## src/rtl/alu_bist_if.sv

```systemverilog
// Vector-ROM and ALU-side bus of the ALU BIST controller.
// master = BIST controller; slave = ROM/ALU side.
interface alu_bist_if #(
    parameter int DBITS    = 32,
    parameter int IDX_BITS = 4
);
    logic [IDX_BITS-1:0] vec_idx;
    logic [4:0]          vec_func;
    logic [DBITS-1:0]    vec_a;
    logic [DBITS-1:0]    vec_b;
    logic [DBITS-1:0]    vec_exp_out;
    logic                vec_exp_cmp;
    logic                vec_chk_out;
    logic [4:0]          alu_func;
    logic [DBITS-1:0]    alu_a;
    logic [DBITS-1:0]    alu_b;
    logic [DBITS-1:0]    alu_out;
    logic                alu_cmp;

    modport master (
        output vec_idx, alu_func, alu_a, alu_b,
        input  vec_func, vec_a, vec_b, vec_exp_out, vec_exp_cmp, vec_chk_out,
        input  alu_out, alu_cmp
    );

    modport slave (
        input  vec_idx, alu_func, alu_a, alu_b,
        output vec_func, vec_a, vec_b, vec_exp_out, vec_exp_cmp, vec_chk_out,
        output alu_out, alu_cmp
    );
endinterface

```

## src/rtl/alu_bist.sv

```systemverilog
// ALU built-in self-test controller: replays ROM vectors into the ALU and checks results.
// Optional macro ALU_BIST_STOP_ON_FAIL_EN ends the run at the first mismatching vector.
//
// state | meaning
// IDLE  | waiting for start after reset
// FETCH | ROM address stable, ROM data arrives next cycle
// LATCH | vector captured onto ALU inputs, settle counter loaded
// WAIT  | settle counter running down to terminal count
// CHECK | ALU result compared against expectation
// DONE  | run finished, results held until next start
module alu_bist #(
    parameter int DBITS    = 32,
    parameter int IDX_BITS = 4,
    parameter int NUM_VEC  = 16,
    parameter int SETTLE   = 1
) (
    input  logic                clk,
    input  logic                rst_n,
    input  logic                start,
    alu_bist_if.master          bus,
    output logic                busy,
    output logic                done,
    output logic                pass,
    output logic [7:0]          err_count,
    output logic [IDX_BITS-1:0] fail_idx
);
    localparam int CNT_BITS = (SETTLE < 2) ? 1 : $clog2(SETTLE + 1);
    localparam logic [IDX_BITS-1:0] LAST_IDX = IDX_BITS'(NUM_VEC - 1);

    typedef enum logic [2:0] {
        IDLE  = 3'd0,
        FETCH = 3'd1,
        LATCH = 3'd2,
        WAIT  = 3'd3,
        CHECK = 3'd4,
        DONE  = 3'd5
    } state_t;

    state_t              state,     stateNext;
    logic [IDX_BITS-1:0] vecIdx,    vecIdxNext;
    logic [4:0]          aluFunc,   aluFuncNext;
    logic [DBITS-1:0]    aluA,      aluANext;
    logic [DBITS-1:0]    aluB,      aluBNext;
    logic [DBITS-1:0]    expOut,    expOutNext;
    logic                expCmp,    expCmpNext;
    logic                expChk,    expChkNext;
    logic [CNT_BITS-1:0] settleCnt, settleCntNext;
    logic [7:0]          errCount,  errCountNext;
    logic [IDX_BITS-1:0] failIdx,   failIdxNext;
    logic                busyR,     busyNext;
    logic                doneR,     doneNext;
    logic                passR,     passNext;

    logic       mismatch;
    logic       stopNow;
    logic [7:0] errUpd;

    always_ff @(posedge clk) begin
        if (!rst_n) begin
            state     <= IDLE;
            vecIdx    <= '0;
            aluFunc   <= '0;
            aluA      <= '0;
            aluB      <= '0;
            expOut    <= '0;
            expCmp    <= 1'b0;
            expChk    <= 1'b0;
            settleCnt <= '0;
            errCount  <= '0;
            failIdx   <= '0;
            busyR     <= 1'b0;
            doneR     <= 1'b0;
            passR     <= 1'b0;
        end else begin
            state     <= stateNext;
            vecIdx    <= vecIdxNext;
            aluFunc   <= aluFuncNext;
            aluA      <= aluANext;
            aluB      <= aluBNext;
            expOut    <= expOutNext;
            expCmp    <= expCmpNext;
            expChk    <= expChkNext;
            settleCnt <= settleCntNext;
            errCount  <= errCountNext;
            failIdx   <= failIdxNext;
            busyR     <= busyNext;
            doneR     <= doneNext;
            passR     <= passNext;
        end
    end

    // Branch ops leave dataOut undefined, so only compTrue is checked when expChk is low.
    assign mismatch = (bus.alu_cmp != expCmp) || (expChk && (bus.alu_out != expOut));
    assign errUpd   = (mismatch && (errCount != 8'hFF)) ? errCount + 8'd1 : errCount;

`ifdef ALU_BIST_STOP_ON_FAIL_EN
    assign stopNow = mismatch;
`else
    assign stopNow = 1'b0;
`endif

    always_comb begin
        stateNext     = state;
        vecIdxNext    = vecIdx;
        aluFuncNext   = aluFunc;
        aluANext      = aluA;
        aluBNext      = aluB;
        expOutNext    = expOut;
        expCmpNext    = expCmp;
        expChkNext    = expChk;
        settleCntNext = settleCnt;
        errCountNext  = errCount;
        failIdxNext   = failIdx;
        busyNext      = busyR;
        doneNext      = doneR;
        passNext      = passR;

        case (state)
            IDLE, DONE: begin
                if (start) begin
                    stateNext    = FETCH;
                    vecIdxNext   = '0;
                    errCountNext = '0;
                    failIdxNext  = '0;
                    busyNext     = 1'b1;
                    doneNext     = 1'b0;
                    passNext     = 1'b0;
                end
            end
            FETCH: stateNext = LATCH;
            LATCH: begin
                aluFuncNext   = bus.vec_func;
                aluANext      = bus.vec_a;
                aluBNext      = bus.vec_b;
                expOutNext    = bus.vec_exp_out;
                expCmpNext    = bus.vec_exp_cmp;
                expChkNext    = bus.vec_chk_out;
                settleCntNext = CNT_BITS'(SETTLE);
                stateNext     = WAIT;
            end
            WAIT: begin
                if (settleCnt == CNT_BITS'(1)) begin
                    stateNext = CHECK;
                end else begin
                    settleCntNext = settleCnt - CNT_BITS'(1);
                end
            end
            CHECK: begin
                errCountNext = errUpd;
                if (mismatch && (errCount == 8'd0)) begin
                    failIdxNext = vecIdx;
                end
                if (stopNow || (vecIdx == LAST_IDX)) begin
                    stateNext = DONE;
                    busyNext  = 1'b0;
                    doneNext  = 1'b1;
                    passNext  = (errUpd == 8'd0);
                end else begin
                    vecIdxNext = vecIdx + IDX_BITS'(1);
                    stateNext  = FETCH;
                end
            end
            default: stateNext = IDLE;
        endcase
    end

    assign bus.vec_idx  = vecIdx;
    assign bus.alu_func = aluFunc;
    assign bus.alu_a    = aluA;
    assign bus.alu_b    = aluB;
    assign busy         = busyR;
    assign done         = doneR;
    assign pass         = passR;
    assign err_count    = errCount;
    assign fail_idx     = failIdx;
endmodule

```

## src/flat_wrapper.sv

```systemverilog
// flat-port wrapper written by rule: the top's interface ports become plain ports
module alu_bist_flat 
#(
    parameter int DBITS    = 32,
    parameter int IDX_BITS = 4,
    parameter int NUM_VEC  = 16,
    parameter int SETTLE   = 1
)
  (clk, rst_n, start, busy, done, pass, err_count, fail_idx, bus_vec_idx, bus_alu_func, bus_alu_a, bus_alu_b, bus_vec_func, bus_vec_a, bus_vec_b, bus_vec_exp_out, bus_vec_exp_cmp, bus_vec_chk_out, bus_alu_out, bus_alu_cmp);
  alu_bist_if #(.DBITS(DBITS), .IDX_BITS(IDX_BITS)) bus_i ();
  input  logic clk;
  input  logic rst_n;
  input  logic start;
  output logic busy;
  output logic done;
  output logic pass;
  output logic [7:0] err_count;
  output logic [IDX_BITS-1:0] fail_idx;
  output wire logic [$bits(bus_i.vec_idx)-1:0] bus_vec_idx;
  output wire logic [$bits(bus_i.alu_func)-1:0] bus_alu_func;
  output wire logic [$bits(bus_i.alu_a)-1:0] bus_alu_a;
  output wire logic [$bits(bus_i.alu_b)-1:0] bus_alu_b;
  input wire logic [$bits(bus_i.vec_func)-1:0] bus_vec_func;
  input wire logic [$bits(bus_i.vec_a)-1:0] bus_vec_a;
  input wire logic [$bits(bus_i.vec_b)-1:0] bus_vec_b;
  input wire logic [$bits(bus_i.vec_exp_out)-1:0] bus_vec_exp_out;
  input wire logic [$bits(bus_i.vec_exp_cmp)-1:0] bus_vec_exp_cmp;
  input wire logic [$bits(bus_i.vec_chk_out)-1:0] bus_vec_chk_out;
  input wire logic [$bits(bus_i.alu_out)-1:0] bus_alu_out;
  input wire logic [$bits(bus_i.alu_cmp)-1:0] bus_alu_cmp;
  assign bus_vec_idx = bus_i.vec_idx;
  assign bus_alu_func = bus_i.alu_func;
  assign bus_alu_a = bus_i.alu_a;
  assign bus_alu_b = bus_i.alu_b;
  assign bus_i.vec_func = bus_vec_func;
  assign bus_i.vec_a = bus_vec_a;
  assign bus_i.vec_b = bus_vec_b;
  assign bus_i.vec_exp_out = bus_vec_exp_out;
  assign bus_i.vec_exp_cmp = bus_vec_exp_cmp;
  assign bus_i.vec_chk_out = bus_vec_chk_out;
  assign bus_i.alu_out = bus_alu_out;
  assign bus_i.alu_cmp = bus_alu_cmp;
  alu_bist #(.DBITS(DBITS), .IDX_BITS(IDX_BITS), .NUM_VEC(NUM_VEC), .SETTLE(SETTLE)) u_core (.clk(clk), .rst_n(rst_n), .start(start), .bus(bus_i), .busy(busy), .done(done), .pass(pass), .err_count(err_count), .fail_idx(fail_idx));
endmodule
```

## config.mk

```make
export PLATFORM = sky130hd
export DESIGN_NAME = alu_bist_flat
export DESIGN_NICKNAME = d
export VERILOG_FILES = /design/src/rtl/alu_bist_if.sv /design/src/rtl/alu_bist.sv /design/src/flat_wrapper.sv
export SDC_FILE = /design/constraint.sdc
export NUM_CORES = 1
export LEC_CHECK = 0
export BUFFER_PORTS_ARGS = -buffer_cell sky130_fd_sc_hd__buf_2
export CORE_ASPECT_RATIO = 0.8
export CORE_MARGIN = 5
export CORE_UTILIZATION = 51
export CTS_CLUSTER_SIZE = 14
export DETAILED_ROUTE_END_ITERATION = 16
export PLACE_DENSITY = 0.85
export SETUP_SLACK_MARGIN = 0.02
export SYNTH_ARGS = -nofsm -noshare
export SYNTH_HDL_FRONTEND = slang
export SYNTH_SLANG_ARGS = --single-unit
```

## constraint.sdc

```tcl
create_clock -name clk -period 3 [get_ports clk]
set_input_delay 0.3 -clock clk [delete_from_list [all_inputs] [get_ports clk]]
set_output_delay 0.3 -clock clk [all_outputs]
set_load 0.005 [all_outputs]
```

==> impl_metrics.tcl <==
set metrics [dict create \
    met2WireLength_mm 7.602 \
    post_drt_wl_per_cell_um 15.49 \
    irDropWorstVdd_mv 0.5953 \
    ff2ff_path_depth 7 \
    worst_pin_slew_ns 0.7288 \
    setup_viol 0 \
    cts-resized-gates 0 \
    path_max_fanout 7 \
    cts.clk_slew.worst_paths_ns 0.06 \
    clock_path_buffers 2 \
    floorplan.initialDensity 0.5305 \
    fin_crit_ns 2.356 \
    critical_path_class "reg -> reg" \
    syn_area_um2 5182 \
    power_density_nw_per_um2 654.7 \
    grt_pass1_vias 4965 \
    rsz0062_at_grt "no" \
    finalHoldViolations 0 \
    synth-seq-area-share 0.4867 \
    startpoint "u_core.expOut[29]" \
    ant_nets 0 \
    avgSynthCellArea_um2 7.900 \
    slowest_delay_ns 0.50 \
    async_flop_share 0 \
    via_per_inst 5.174 \
    grt-ovfl-total 0 \
    crit_slowest_cell "nor4_2" \
    min_path_type "in -> reg" \
    drv_cap 0 \
    fmax_mhz 424.5 \
    cp_cell_sequence "xnor2_1 -> nand4_1 -> nor4_2 -> a21boi_2 -> or3_1 -> a221oi_2 -> a31o_1" \
    synth_top_area_cell "dfxtp_1" \
    area_growth_pct 35.56 \
    vias 5236 \
    place_inst 980 \
    fin_nets 1005 \
    yosys-top-cells-area "dfxtp_1, nand2_1, a21oi_1" \
    p_leak_nw 3.024 \
    ys_types 47 \
    maxSlewViolCount 0 \
    synth_top_area_share 0.4867 \
    synth-seq-cells 126 \
    h-tree-depth 4 \
    place.gp.congestion 0.9213 \
    synth_edf_count 0 \
    clk_latency_ns 0.41 \
    start_kind "register" \
    clock_sinks 126 \
    ys.flop_type "dfxtp_1" \
    finalPower_mw 4.600 \
    n_antenna_cell 0 \
    instances_no_fill 1012 \
    setup-tns-final_ns 0 \
    cts_buffers 17 \
    cts_tree "built" \
    die_w_um 122.7 \
    critPathCaptureType "register" \
    reg2reg_slack_ns 0.64 \
    top_layer_used "met4" \
    antenna_found_initial 0 \
    cp-endpoint "u_core.pass" \
    drc 0 \
    core-area_um2 9769 \
    grt_pass1_wl_mm 23.80 \
    synth_common_cells "nand2_1, dfxtp_1, a21oi_1" \
    hold_buffers 0 \
    synth_nets 798 \
    dp_worst_setup_slack_ns 0.6283 \
    postLayoutCellArea_um2 7025 \
    maxSlewHeadroom 0.5097 \
    die_y_um 100.2 \
    gr-usage-all-layers 0.2474 \
    drive_gt1_frac 0.3116 \
    post_cts_buffers 0 \
    syn_inst 656 \
    portBuffers 226 \
    first_pass_iters 5 \
    drt_iter0_drc 396 \
    final_util 0.7191 \
    design.portCount 227 \
    grt_max_degree 73 \
    fin_hold_ws_ns 0.1224 \
    yosysWarnings 0 \
    status "completed" \
    cp.arrival_ns 2.71 \
    fp-row-count 32 \
    placed_area_um2 6409 \
    yosysMostFrequentCell "nand2_1" \
    drt-total-wl_mm 15.68 \
    wl_met1_mm 6.112 \
    timing.rr.start "u_core.expOut[29]" \
    cts-root-buf "clkbuf_16" \
    setup_slack_ns 0.6441 \
    hpwl_mm 10.98 \
    routed-wl-met3_mm 1.696 \
    rr_endpoint "u_core.pass" \
    finalCritPeriodShare 0.7853 \
    skew_ns 0.01010 \
    critPathRequiredTime_ns 3.35 \
    die_area_um2 12290 \
]
## layout make-up
| type | instances | area (um2) |
|---|---|---|
| flip-flops and latches | 126 | 2522 |
| clock inverters | 11 | 156.4 |
| clock buffers | 21 | 460.4 |
| fillers | 795 | 2744 |
| repair buffers | 234 | 1216 |
| inverters | 5 | 20.02 |
| multi-input cells | 479 | 2480 |
| well taps | 136 | 170.2 |
## sequential cells by signal, summed over array words and instances, names as in the netlist
signal,count
u_core.bus.vec_idx,4
u_core.busy,1
u_core.done,1
u_core.bus.alu_a,32
u_core.bus.alu_b,32
u_core.expOut,32
u_core.state,3
u_core.bus.alu_func,5
u_core.err_count,8
u_core.fail_idx,4
u_core.expCmp,1
u_core.settleCnt,1
u_core.expChk,1
u_core.pass,1
## layout by cell type, fill, tap and decap left out, drive strengths merged, types with 2 or more instances in the layout
| master | instances |
|---|---|
| o21ai | 6 |
| o32ai | 2 |
| a21oi | 113 |
| a221oi | 3 |
| dfxtp | 126 |
| and2 | 4 |
| inv | 6 |
| nor2 | 16 |
| nor3 | 2 |
| ha | 3 |
| clkbuf | 21 |
| nand3 | 10 |
| nand2 | 220 |
| o31ai | 2 |
| clkinvlp | 3 |
| xnor2 | 32 |
| or3 | 4 |
| a211oi | 4 |
| and3 | 6 |
| mux2i | 2 |
| a31oi | 5 |
| a32o | 4 |
| o2111ai | 2 |
| nor4 | 5 |
| nand4 | 12 |
| nand2b | 4 |
| clkinv | 4 |
| bufinv | 3 |
| buf | 234 |
## layer usage
layer,global-route usage,up-vias
met3,0.1054,22
met1,0.2941,2369
met5,0,-
li1,-,2626
met4,0.07745,0
met2,0.4057,219
## logic make-up after synthesis
| family | count (synthesis) | share of synthesized area |
|---|---|---|
| adder cells (fa/ha/maj) | 4 | 0.009175 |
| multiplexers | 2 | 0.003863 |
| XOR/XNOR | 33 | 0.05577 |
| AND/OR/NAND/NOR | 286 | 0.2310 |
| flip-flops | 126 | 0.4867 |
| AO/OA/AOI/OAI | 154 | 0.1758 |
| buffers and inverters | 51 | 0.03766 |
## worst max-delay path: cells and delay by family (launching register included)
kind	cells	cell delay, ns
and+or+nand+nor	3	1.07
AOI/OAI and AO/OA	3	0.61
DFF	1	0.32
xor gates and xnor gates	1	0.30
## worst min-delay path by stage
stage / start / endpoint / slack, ns / cells past startpoint
floorplan: bus_vec_exp_cmp / u_core.expCmp / 0.44 / 2
global placement: u_core.bus.alu_b[28] / u_core.bus.alu_b[28] / 0.44 / 2
detailed placement: u_core.bus.alu_b[27] / u_core.bus.alu_b[27] / 0.44 / 2
CTS: bus_vec_a[1] / u_core.bus.alu_a[1] / 0.11 / 3
global route: bus_vec_b[9] / u_core.bus.alu_b[9] / 0.11 / 3
finish: bus_vec_a[12] / u_core.bus.alu_a[12] / 0.12 / 3
## report_power, final
part	internal [mW]	leakage, nW	switching [mW]
logic	0.263	1.71	0.355
clock network	1.36	0.290	0.767
registers	1.79	1.02	0.0675
Power figures use the tool's default switching activity.
